$ cat src/rtl/truth_table_sweeper_if.sv
// Purpose : bundles the controller-facing and cell-facing signals of truth_table_sweeper.
// Signals : start (request sweep), busy, done (1-cycle pulse), in1/in2/in3 (cell drive),
//           out (cell response), signature[7:0], match, unstable.
// Modports: slave  - the sweeper itself.
//           master - controller plus cell under test.
interface truth_table_sweeper_if;
  logic       start;
  logic       busy;
  logic       done;
  logic       in1;
  logic       in2;
  logic       in3;
  logic       out;
  logic [7:0] signature;
  logic       match;
  logic       unstable;

  modport master (
    output start, out,
    input  busy, done, in1, in2, in3, signature, match, unstable
  );

  modport slave (
    input  start, out,
    output busy, done, in1, in2, in3, signature, match, unstable
  );
endinterface

$ cat src/rtl/truth_table_sweeper.sv
// Purpose : characterises one 3-input combinational cell. On start it walks the eight input
//           vectors 000..111, holds each for SETTLE_CYCLES+1 cycles, samples the cell output
//           at the end of each window into signature[7 - idx] and flags signature == EXPECTED.
// Ports   : i_clk   - clock, rising edge
//           i_reset - synchronous active-high reset
//           io_bus  - truth_table_sweeper_if.slave (start/busy/done, cell drive/response,
//                     signature, match, unstable)
// Options : define TRUTH_TABLE_SWEEPER_STABLE_CHECK_EN to also sample the cell one cycle
//           before the final sample of each window; a disagreement sets the sticky
//           unstable flag and forces match low. Undefined: unstable is tied to 0.
module truth_table_sweeper #(
  parameter int unsigned SETTLE_CYCLES = 2,
  parameter logic [7:0]  EXPECTED      = 8'hEF
) (
  input logic                  i_clk,
  input logic                  i_reset,
  truth_table_sweeper_if.slave io_bus
);

  localparam logic [3:0] SettleLast = 4'(SETTLE_CYCLES);

  typedef enum logic [1:0] {StIdle, StDrive, StFinish} state_e;

  state_e     r_state;
  logic [2:0] r_idx;
  logic [3:0] r_cnt;
  logic [7:0] r_sig;
  logic       r_busy;
  logic       r_done;
  logic       r_match;

  logic       w_last_cyc;
  logic [7:0] w_sig_next;
  logic       w_unstable_next;
  logic       w_match_next;

  assign w_last_cyc = (r_cnt == SettleLast);

  // 7 - idx on a 3-bit index is its bitwise inverse.
  always_comb begin
    w_sig_next         = r_sig;
    w_sig_next[~r_idx] = io_bus.out;
  end

`ifdef TRUTH_TABLE_SWEEPER_STABLE_CHECK_EN
  localparam logic [3:0] SettleEarly = 4'(SETTLE_CYCLES - 1);

  logic r_early;
  logic r_unstable;

  // Only consumed on the window's final cycle, when r_early holds the previous cycle's sample.
  assign w_unstable_next = r_unstable | (io_bus.out != r_early);
  assign io_bus.unstable = r_unstable;

  always_ff @(posedge i_clk) begin
    if (i_reset) begin
      r_early    <= 1'b0;
      r_unstable <= 1'b0;
    end else begin
      if (r_state == StIdle && io_bus.start) begin
        r_unstable <= 1'b0;
      end
      if (r_state == StDrive) begin
        if (r_cnt == SettleEarly) r_early <= io_bus.out;
        if (w_last_cyc) r_unstable <= w_unstable_next;
      end
    end
  end
`else
  assign w_unstable_next = 1'b0;
  assign io_bus.unstable = 1'b0;
`endif

  // Match must already reflect the last bit in the cycle done is high.
  assign w_match_next = (w_sig_next == EXPECTED) && !w_unstable_next;

  always_ff @(posedge i_clk) begin
    if (i_reset) begin
      r_state <= StIdle;
      r_idx   <= 3'd0;
      r_cnt   <= 4'd0;
      r_sig   <= 8'h00;
      r_busy  <= 1'b0;
      r_done  <= 1'b0;
      r_match <= 1'b0;
    end else begin
      r_done <= 1'b0;
      unique case (r_state)
        StIdle: begin
          if (io_bus.start) begin
            r_state <= StDrive;
            r_busy  <= 1'b1;
            r_idx   <= 3'd0;
            r_cnt   <= 4'd0;
            r_sig   <= 8'h00;
            r_match <= 1'b0;
          end
        end
        StDrive: begin
          if (w_last_cyc) begin
            r_sig <= w_sig_next;
            r_cnt <= 4'd0;
            r_idx <= r_idx + 3'd1;  // wraps to 000 after the last vector
            if (r_idx == 3'd7) begin
              r_state <= StFinish;
              r_busy  <= 1'b0;
              r_done  <= 1'b1;
              r_match <= w_match_next;
            end
          end else begin
            r_cnt <= r_cnt + 4'd1;
          end
        end
        StFinish: begin
          r_state <= StIdle;
        end
        default: begin
          r_state <= StIdle;
        end
      endcase
    end
  end

  assign io_bus.in1       = r_idx[2];
  assign io_bus.in2       = r_idx[1];
  assign io_bus.in3       = r_idx[0];
  assign io_bus.busy      = r_busy;
  assign io_bus.done      = r_done;
  assign io_bus.signature = r_sig;
  assign io_bus.match     = r_match;

endmodule

$ cat src/flat_wrapper.sv
// flat-port wrapper written by rule: the top's interface ports become plain ports
module truth_table_sweeper_flat 
#(
  parameter int unsigned SETTLE_CYCLES = 2,
  parameter logic [7:0]  EXPECTED      = 8'hEF
)
  (i_clk, i_reset, io_bus_start, io_bus_out, io_bus_busy, io_bus_done, io_bus_in1, io_bus_in2, io_bus_in3, io_bus_signature, io_bus_match, io_bus_unstable);
  truth_table_sweeper_if io_bus_i ();
  input logic i_clk;
  input logic i_reset;
  input wire logic [$bits(io_bus_i.start)-1:0] io_bus_start;
  input wire logic [$bits(io_bus_i.out)-1:0] io_bus_out;
  output wire logic [$bits(io_bus_i.busy)-1:0] io_bus_busy;
  output wire logic [$bits(io_bus_i.done)-1:0] io_bus_done;
  output wire logic [$bits(io_bus_i.in1)-1:0] io_bus_in1;
  output wire logic [$bits(io_bus_i.in2)-1:0] io_bus_in2;
  output wire logic [$bits(io_bus_i.in3)-1:0] io_bus_in3;
  output wire logic [$bits(io_bus_i.signature)-1:0] io_bus_signature;
  output wire logic [$bits(io_bus_i.match)-1:0] io_bus_match;
  output wire logic [$bits(io_bus_i.unstable)-1:0] io_bus_unstable;
  assign io_bus_i.start = io_bus_start;
  assign io_bus_i.out = io_bus_out;
  assign io_bus_busy = io_bus_i.busy;
  assign io_bus_done = io_bus_i.done;
  assign io_bus_in1 = io_bus_i.in1;
  assign io_bus_in2 = io_bus_i.in2;
  assign io_bus_in3 = io_bus_i.in3;
  assign io_bus_signature = io_bus_i.signature;
  assign io_bus_match = io_bus_i.match;
  assign io_bus_unstable = io_bus_i.unstable;
  truth_table_sweeper #(.SETTLE_CYCLES(SETTLE_CYCLES), .EXPECTED(EXPECTED)) u_core (.i_clk(i_clk), .i_reset(i_reset), .io_bus(io_bus_i));
endmodule
$ cat config.mk
export PLATFORM = sky130hd
export DESIGN_NAME = truth_table_sweeper_flat
export DESIGN_NICKNAME = d
export VERILOG_FILES = /design/src/rtl/truth_table_sweeper_if.sv /design/src/rtl/truth_table_sweeper.sv /design/src/flat_wrapper.sv
export SDC_FILE = /design/constraint.sdc
export NUM_CORES = 1
export LEC_CHECK = 0
export CAP_MARGIN = 20
export CORE_MARGIN = 1
export CORE_UTILIZATION = 52
export DETAILED_ROUTE_END_ITERATION = 10
export GPL_TIMING_DRIVEN = 0
export MAX_ROUTING_LAYER = met4
export PLACE_DENSITY = 0.78
export SLEW_MARGIN = 20
export SYNTH_ARGS = -nofsm -noshare
export SYNTH_HDL_FRONTEND = slang
export SYNTH_SLANG_ARGS = --single-unit
$ cat constraint.sdc
create_clock -name i_clk -period 1.9 [get_ports i_clk]
set_input_delay 0.57 -clock i_clk [delete_from_list [all_inputs] [get_ports i_clk]]
set_output_delay 0.57 -clock i_clk [all_outputs]
set_load 0.02 [all_outputs]
# Yosys cells after proc, flatten, opt, wreduce, memory -nomap -nowiden
# Cells that the tools add are included.
dict set report totals {
  ff_bits 20
  input_bits 4
  output_inout_bits 15
  elab_cells 54
}
dict set report op_classes {
  reduce_logical 8
  bitwise_logic 3
  n_lt_le_gt_ge 2
  n_mux 25
  add_sub_neg 2
  eq_ne 7
}
# cell n
set ops {}
lappend ops {{8-bit 2-to-1 mux} 2}
lappend ops {{8-bit one-hot mux with 2 select lines} 1}
lappend ops {{8-bit bitwise mux} 1}
lappend ops {{8-bit == test, second input constant} 1}
lappend ops {{1-bit 2-to-1 mux} 8}
lappend ops {{4-bit 2-to-1 mux} 2}
lappend ops {{4-bit one-hot mux with 2 select lines} 1}
lappend ops {{2-bit 2-to-1 mux} 3}
lappend ops {{3-bit 2-to-1 mux} 2}
lappend ops {{3-bit one-hot mux with 2 select lines} 1}
lappend ops {{3-bit AND reduction} 2}
lappend ops {{4-bit by 1-bit adder with 4-bit output, second input constant} 1}
lappend ops {{4-bit by 2-bit == test with 1-bit output, second input constant} 1}
lappend ops {{3-bit by 4-bit less-than comparator with 1-bit output, second input constant} 1}
lappend ops {{2-bit by 1-bit inequality test with 1-bit output, second input constant} 2}
lappend ops {{1-bit one-hot mux with 2 select lines} 2}
lappend ops {{2-bit one-hot mux with 2 select lines} 1}
lappend ops {{4-bit AND reduction} 1}
lappend ops {{3-bit by 1-bit adder with 3-bit output, second input constant} 1}
lappend ops {{1-bit demux with 3-bit select} 1}
lappend ops {{3-bit == test, second input constant} 1}
lappend ops {{3-bit by 1-bit greater-or-equal comparator with 1-bit output, second input constant} 1}
lappend ops {{3-bit inverter} 1}
lappend ops {{3-bit OR reduction} 1}
lappend ops {{7 further kinds} 8}

# Longest topological paths before layout
# Gate-level depths: netlist of the first run.
dict set report logic_depth {
  ltp_word 10
  depth_mapped 8
  depth_no_buf 7
}

# Least setup slack after synthesis of the first run
# No wires, ideal clock.
dict set report synth_timing {
  path_type {input to register}
  from {in i_reset}
  to {reg u_core.r_sig[5], in the netlist u_core.io_bus.signature[5]}
  stages 6
  arrival_ns 1.457
  n_path_buf 2
  path_slack_ns 0.359
  t_required_ns 1.816
  setup_time_ns 0.084
  path_cell_list {buf_2 > nor3b_4 > and2_1 > buf_6 > nand3_4 > o31ai_2}
}
# element line_no
set synth_rtl {}
lappend synth_rtl {{from (decl)} flat_wrapper.sv:10} ;# input logic i_reset;
lappend synth_rtl {{to (signal assigned)} truth_table_sweeper.sv:101} ;# r_sig <= w_sig_next;
lappend synth_rtl {{to (decl)} truth_table_sweeper.sv:27} ;# logic [7:0] r_sig;

# Final worst setup path of the first run
dict set report layout_timing {
  from {reg u_core.r_sig[4], in the netlist u_core.io_bus.signature[4]}
  to {out io_bus_signature[4]}
}
# element line_no
set layout_rtl {}
lappend layout_rtl {{to (decl)} flat_wrapper.sv:18} ;# output wire logic [$bits(io_bus_i.signature)-1:0] io_bus_signature;
# No word-level cell between the ends.

==> results, run 1 <==
- The setup check on the worst reg-to-reg path leaves a slack of 280 ps.
- The relative contribution of sequential cells to total power is 55.2%.
- The instance count of the mapped netlist is 132.
- For hold timing, the worst endpoint is u_core.io_bus.busy.
- The clock arrives with 3.336 ps of skew.
- The analysis attributes to cell leakage a power of 0.6097 nW.
- Combinational cells account for 12.7% of the total power.
- The count of filler cells inserted in the layout is 169.
- The HPWL after detailed placement is 1.807 mm.
- The via count of the first global-routing pass was 910.
- The average wire length per cell after detail routing is 13.93 um.
- The clock network burns 32.1% of the power.
- After clock tree synthesis, the setup repair step added 0 buffers.
- Summing the sequential cell areas from Yosys gives 34.97% of the chip area.
- The floorplan die width is 48.92 um.
- The overall fraction of global-route tracks in use is 22.73%.
- The data arrival time at the worst-slack endpoint is 1320 ps.
- Synthesis inferred 20 register bits.
- The overall die area is 2393 um^2.
- Cells with a size suffix above 1 make up 18.42% of the layout.
- The repair_antennas step left the layout with diodes totalling 0.
- The net count after synthesis is 140.
- In this run the remaining antenna-violating nets after routing total 0.
- The number of hold violations in the final report came to 0.
- The detailed-routing iteration count for the pre-antenna-repair pass is 4.
- Data on the critical path is required at its endpoint by 1330 ps.
- Setup repair after global routing left no endpoint under its margin.
- Clock latency on the worst-skew pair, taken at its later pin, is 310 ps.
- Walking the worst path, the cells encountered are clkdlybuf4s50_1.
- From synthesis to final layout, the design area changed by 20.44%.
- The final layout net count is 161.
- The worst setup slack after layout is 9.146 ps.
- After detailed routing, the number of vias per cell comes to 5.804.
- The I/O pin count is 19.
- The final critical path takes up 99.52% of the cycle.
- The core region is 2022 um^2.
- The largest single stage delay on the critical path is 620 ps.
- The worst hold path passes through 2 cells.
- In the post-synthesis netlist, the biggest area contributors are dfxtp_1 35%, ha_1 4.4%, o21ai_1 3.9%.
- The detailed router finished its first iteration with 35 violations.
- The design draws 798.3 uW.
- For this run, design rule violations remaining after detail routing come to 0.
- The maximum vdd drop is 589.9 uV.
- The final critical delay including setup and external delays is 1891 ps.
- Power spread over the standard cell area amounts to 578.9 nW/um^2.
- The predominant post-synthesis flop cell is dfxtp_1.
- In this run switching power makes up 25.99% of total power.
- The worst hold path begins at u_core.io_bus.busy.
- The CTS root buffer is clkbuf_4.
- The cell family contributing the most delay on the critical path is buffers and inverters.
- The destination of the worst register-to-register timing path is u_core.io_bus.signature[4].
- STA classifies the critical path endpoint as a primary output.
- The post-cts hold buffer count is 0.
- The number of distinct standard cells referenced by the synthesized netlist is 47.
- Along the worst path, the maximum fanout reaches 3.
- The clock sink count is 20.
- The run finished with clean final reports.
- The number of setup violations in the final report is 0.
- The synthesized design contains 0 enable-type register cells.
- The via count is 1039.
- STA classifies the critical path startpoint as a flip-flop.
- Derived from the worst setup path, the maximum achievable clock frequency is 528.9 MHz.
- The pre-CTS setup slack is -88.08 ps.
- The final weighted congestion in routability-driven placement is 0.8311.
- The number of buffers added by the clock tree synthesis step is 3.
- The number of buffers on the longest clock path is 2.
- After synthesis, the largest area contributor takes up 34.97% of total cell area.
- In the final layout, flip-flops and latches occupy 401.6 um^2.
- After clock tree synthesis, the repair step resized 5 gates.
- The initial standard-cell utilization of the core is 56.62%.
- The most common cell in the synthesized netlist is dfxtp_1.
- The number of placement rows is 16.
- The class of the worst hold path is reg -> reg.
- After synthesis the cells add up to 1145 um^2.
- Summing all multi-input logic gate instances after layout gives 658.1 um^2.
- Counting flops with an async set or reset pin after synthesis yields a share of 0%.
- The number of pins exceeding their max-slew limit in the final report is 0.
- A synthesized cell averages 8.673 um^2.
- The internal cell power is 590.8 uW.
- The reported max-cap violation count is 0.
- The startpoint of the worst-slack reg-to-reg timing path is u_core.r_cnt[0].
- The TritonCTS clock tree is built.
- The count of cells along the worst register-to-register path is 7.
- The clock transition at the registers of the reported paths is 120 ps.
- The global-route wire length before repair is 4.043 mm.
- Yosys printed 0 warnings.
- The global-route congestion overflow total is 0.
- In this run the vertical extent of the chip is 48.92 um.
- The slowest stage of the critical path belongs to the cell clkdlybuf4s50_1.
- During placement, the flow inserted port buffers numbering 16.
- CTS built an H-tree with a depth of 1.
- The synthesized design spends more area on one cell type than any other, namely dfxtp_1.
- The initial antenna violation count came to 0.
- Entering global routing, the biggest net connects 12 pins.
- The switching power summed over all nets is 207.5 uW.
- In the synthesized netlist, the cells that appear most often are 20 x dfxtp_1, 12 x nor2_1, 9 x o21ai_1.
- By startpoint and endpoint, the worst setup path is classified as reg -> out.
- The count of buffer and inverter cells on the critical path is 1.
- Summed over all layers, the routed wires come to 2.494 mm.
per-layer routing:
metal	global-route usage, %	up-vias	wire length, um
met1	29.59	484	1216
met3	2.804	4	108
met4	8.824	0	36
met2	35.88	34	1134
li1	-	517	-
met5	-	-	0
power by group through the flow:
| stage | Clock [mW] | Sequential (mW) | Combinational (mW) |
|---|---|---|---|
| after global placement | 0 | 0.449 | 0.0998 |
| after CTS | 0.260 | 0.441 | 0.102 |
| after detailed placement | 0 | 0.450 | 0.102 |
| final | 0.256 | 0.441 | 0.102 |
| after floorplan | 0 | 0.452 | 0.0721 |
| after global routing | 0.272 | 0.443 | 0.113 |
cell type report:
type | count | share of cell area [%]
Multi-Input combinational cell | 97 | 47.73
Sequential cell | 20 | 29.13
Timing Repair Buffer | 16 | 11.80
Buffer | 10 | 4.900
Clock buffer | 4 | 2.632
Tap cell | 27 | 2.450
Inverter | 5 | 1.361
worst reg2reg max path, cell delays in order, from the launching register on:
cell	delay, ps
dfxtp_1	370
inv_1	70
ha_1	150
nor3b_2	340
nand2_2	230
a31oi_1	220
o21ai_1	90
o21ai_1	90
metrics by stage:
| step | setup TNS (ps) | utilization, % | hold slack [ps] | std cells | area, um^2 |
|---|---|---|---|---|---|
| 6_report | 0 | 68.19 | 500.1 | 179 | 1379 |
| 3_5_place_dp | -276.3 | 66.21 | 482.2 | 175 | 1339 |
| 5_1_grt | 0 | 68.19 | 531.5 | 179 | 1379 |
| 3_3_place_gp | -239.8 | 66.21 | 466.9 | 175 | 1339 |
| 2_1_floorplan | 0 | - | 525.0 | 132 | 1145 |
| 4_1_cts | 0 | 67.82 | 504.6 | 179 | 1371 |
sequential cells by signal, indices dropped and copies added, names as in the netlist:
register / cells
u_core.io_bus.busy: 1
u_core.io_bus.done: 1
u_core.io_bus.match: 1
u_core.r_state: 2
u_core.io_bus.signature: 8
u_core.r_idx: 3
u_core.r_cnt: 4
worst max path at each step:
stage	slack [ps]	cells after the start	end	startpoint
detailed placement	-90	7	u_core.io_bus.signature[2]	io_bus_start
CTS	5	1	io_bus_signature[2]	u_core.io_bus.signature[2]
global route	3	1	io_bus_signature[4]	u_core.io_bus.signature[4]
floorplan	360	6	u_core.io_bus.signature[5]	i_reset
global placement	-80	7	u_core.io_bus.signature[3]	io_bus_start
finish	9	1	io_bus_signature[4]	u_core.io_bus.signature[4]
layout by cell type (no fill, tap or decap), types with 4 or more instances in the layout:
master	count
o21ai_1	9
nand2_1	6
inv_1	5
clkdlybuf4s50_1	9
a21oi_1	4
dlygate4sd2_1	4
and3_1	4
nor2_1	12
o21ai_0	5
dfxtp_1	19
ha_1	4
buf_2	6
nand2b_1	4
kinds of logic after synthesis:
kind of cell / count (synthesis) / synth area share (%)
simple gates: 47 / 24.48
compound gates: 43 / 26.78
flops: 20 / 34.97
buf+inv: 15 / 7.541
fa+ha+maj: 4 / 4.372
xor+xnor: 2 / 1.530
other cells: 1 / 0.3276
Note: power is estimated with default switching activity, not from simulation.
==> run 2: changes to the inputs <==
- CORE_UTILIZATION: 52 -> 56
- PLACE_DENSITY: 0.78 -> 0.83
- SLEW_MARGIN: 20 -> not set
- clock period: 1.9 -> 2.3 ns (I/O delays scaled with it)
==> run 2 against run 1 <==
Clock power is 18% lower. Highest routed layer unchanged. Global-route usage is 5.7 points higher. Combinational power fell by 15%. Cell count shrank 1.1%. Critical endpoint is now io_bus_in3. Flip-flop and latch count did not move. Setup slack improved by 82 ps.
==> results, run 2 (same netlist as run 1, synthesis figures left out) <==
- The area growth from synthesis to final layout is 19.89% (was 20.44%).
- The via count is 1033 (was 1039).
- The count of cells along the worst register-to-register path is 7 (unchanged).
- The number of remaining DRC errors was 0 (unchanged).
- The average vias per placed instance was 5.836 (was 5.804).
- The overall die area came to 2229 um^2 (was 2393 um^2).
- The floorplan die width is 47.22 um (was 48.92 um).
- The initial antenna violation count is 0 (unchanged).
- The clock sink count was 20 (unchanged).
- The half-perimeter wire length after placement is 1.959 mm (was 1.807 mm).
- The reported max-cap violation count is 0 (unchanged).
- The standard cell core area is 1821 um^2 (was 2022 um^2).
- Based on the critical path, the design can be clocked at up to 452.6 MHz.
- The overall fraction of global-route tracks in use is 28.43% (was 22.73%).
- The type of destination of the critical path is a primary output (unchanged).
- The total power of the final layout came to 661.8 uW (was 798.3 uW).
- RSZ-0062 raised after global routing: false (unchanged).
- The count of H-tree levels built during CTS is 1 (unchanged).
- The I/O pin count came to 19 (unchanged).
- The delay of the slowest critical-path stage was 670 ps (was 620 ps).
- The setup fix buffers added after clock tree synthesis is 0 (unchanged).
- The diode insertion count for antenna repair is 0 (unchanged).
- The final weighted congestion in routability-driven placement was 0.9150 (was 0.8311).
- The class of the worst hold path is reg -> reg (unchanged).
- The worst hold slack after final layout is 497.5 ps (was 500.1 ps).
- Commonest non-fill, non-tap cells in the layout: 20 x dfxtp_1, 16 x clkdlybuf4s50_1, 12 x nor2_1 (was 19 x dfxtp_1, 12 x nor2_1, 9 x o21ai_1, 9 x clkdlybuf4s50_1).
- The count of buffer and inverter cells on the critical path was 1 (unchanged).
- The standard cell with the maximum stage delay on the critical path is clkdlybuf4s50_1 (unchanged).
- The detailed-routing iteration count for the pre-antenna-repair pass is 4 (unchanged).
- The count of filler cells inserted in the layout is 144 (was 169).
- The number of setup violations in the final report is 0 (unchanged).
- The critical path required time is 1610 ps (was 1330 ps).
- The remaining antenna violation count after routing came to 0 (unchanged).
- The post-cts hold buffer count is 0 (unchanged).
- The final setup TNS is 0 ps (unchanged).
- The startpoint type of the worst setup path is a flip-flop (unchanged).
- The global-route wire length before repair is 4.229 mm (was 4.043 mm).
- The maximum vdd drop is 454.0 uV (was 589.9 uV).
- The average wire length per cell after detail routing is 15.19 um (was 13.93 um).
- The total leakage power is 0.5345 nW (was 0.6097 nW).
- The vertical die dimension is 47.22 um (was 48.92 um).
- The total of buffers placed on input and output ports came to 16 (unchanged).
- The ratio of cells with drive above 1 in the final layout is 17.76% (was 18.42%).
- The count of placed standard cells including taps is 173 (was 175).
- The number of hold violations in the final report is 0 (unchanged).
- The startpoint of the worst setup timing path is u_core.r_idx[0] (was u_core.io_bus.signature[4]).
- The number of buffers added by the clock tree synthesis step was 3 (unchanged).
- The final layout net count is 161 (unchanged).
- The initial standard-cell utilization of the core is 62.89% (was 56.62%).
- The number of buffers on the longest clock path is 2 (unchanged).
- The number of placement rows is 15 (was 16).
- The CTS root buffer was clkbuf_4 (unchanged).
- The flip-flop count of the largest register after layout came to 8 (unchanged).
- Run status: complete, no violations (unchanged).
- The final setup skew came to 0.9754 ps (was 3.336 ps).
- The non-filler instance count after layout was 177 (was 179).
- The cell area power density is 482.2 nW/um^2 (was 578.9 nW/um^2).
- The TritonCTS clock tree is built (unchanged).
- The number of pins exceeding their max-slew limit in the final report was 0 (unchanged).
- The maximum fanout along the worst path was 10 (was 3).
- The clock transition at the registers of the reported paths was 110 ps (was 120 ps).
- The data arrival time at the worst-slack endpoint came to 1520 ps (was 1320 ps).
- The number of instances on the worst hold path is 2 (unchanged).
- The logic depth of the worst setup path including buffers is 1 (unchanged).
- The overall routed net length is 2.688 mm (was 2.494 mm).
- The kind of critical path was reg -> out (unchanged).
- The via count of the first global-routing pass is 935 (was 910).
- The start point of the worst min-delay path is u_core.io_bus.match (was u_core.io_bus.busy).
- The number of resized instances in the post-cts repair step is 0 (was 5).
- The global-route congestion overflow total is 0 (unchanged).
- The final clock period utilization by the worst path is 96.06%.
- The number of DRC markers in iteration 0 was 32 (was 35).
- The largest net degree at the start of global routing came to 12 (unchanged).
- Crit-path cells: clkdlybuf4s50_1 (unchanged).
- The most common library cell in the layout ignoring fill and taps is dfxtp_1 (unchanged).
- The startpoint of the worst-slack reg-to-reg timing path is u_core.r_cnt[0] (unchanged).
- The top cell family by delay on the critical path is buffers and inverters (unchanged).
- The insertion delay to the later sink of the worst-skew pair is 310 ps (about the same).
- The final critical delay including setup and external delays is 2209 ps.
-- run 2: cell count changes in the layout (fill, tap and decap cells not counted) --
cell             before  now
dlygate4sd2_1         4    0
clkdlybuf4s50_1       9   16
dlymetal6s2s_1        3    0
dfxtp_2               1    0
dfxtp_1              19   20
-- run 2: per-stage QoR --
step	utilization, %	cell area [um^2]	setup WS, ps
3_3_place_gp	73.40	1336	195.1
5_1_grt	75.40	1373	39.64
2_1_floorplan	-	1145	639.1
4_1_cts	75.40	1373	102.6
3_5_place_dp	73.40	1336	139.4
6_report	75.40	1373	90.73
-- run 2: final timing paths --
check / slack [ps] / endpoint
worst max-delay path: 90 / io_bus_in3
worst min-delay path: 500 / u_core.io_bus.match
worst max register to register: 640 / u_core.io_bus.signature[0]
worst min register to register: 500 / u_core.io_bus.match
-- run 2: routing by layer --
metal,vias up,GRT usage (%),share of wire [%]
li1,512,-,-
met1,488,38.23,48
met2,28,42.78,47
met3,5,2.692,3.4
met4,0,13.14,1.7
met5,-,-,0
-- run 2: area by class of cell --
type	count	area, um^2	area share [%]
Timing Repair Buffer	16	160.2	11.67
Inverter	5	18.77	1.367
Buffer	10	67.56	4.923
Tap cell	25	31.28	2.279
Clock buffer	4	36.28	2.644
Multi-Input combinational cell	97	658.1	47.95
Sequential cell	20	400.4	29.17
-- run 2: power by group --
part / internal [mW] / total [mW] / leakage (nW) / switching [mW]
registers: 0.354 / 0.364 / 0.162 / 0.00981
clock network: 0.0968 / 0.211 / 0.0210 / 0.114
logic: 0.0378 / 0.0871 / 0.351 / 0.0493
total: 0.489 / 0.662 / 0.535 / 0.173
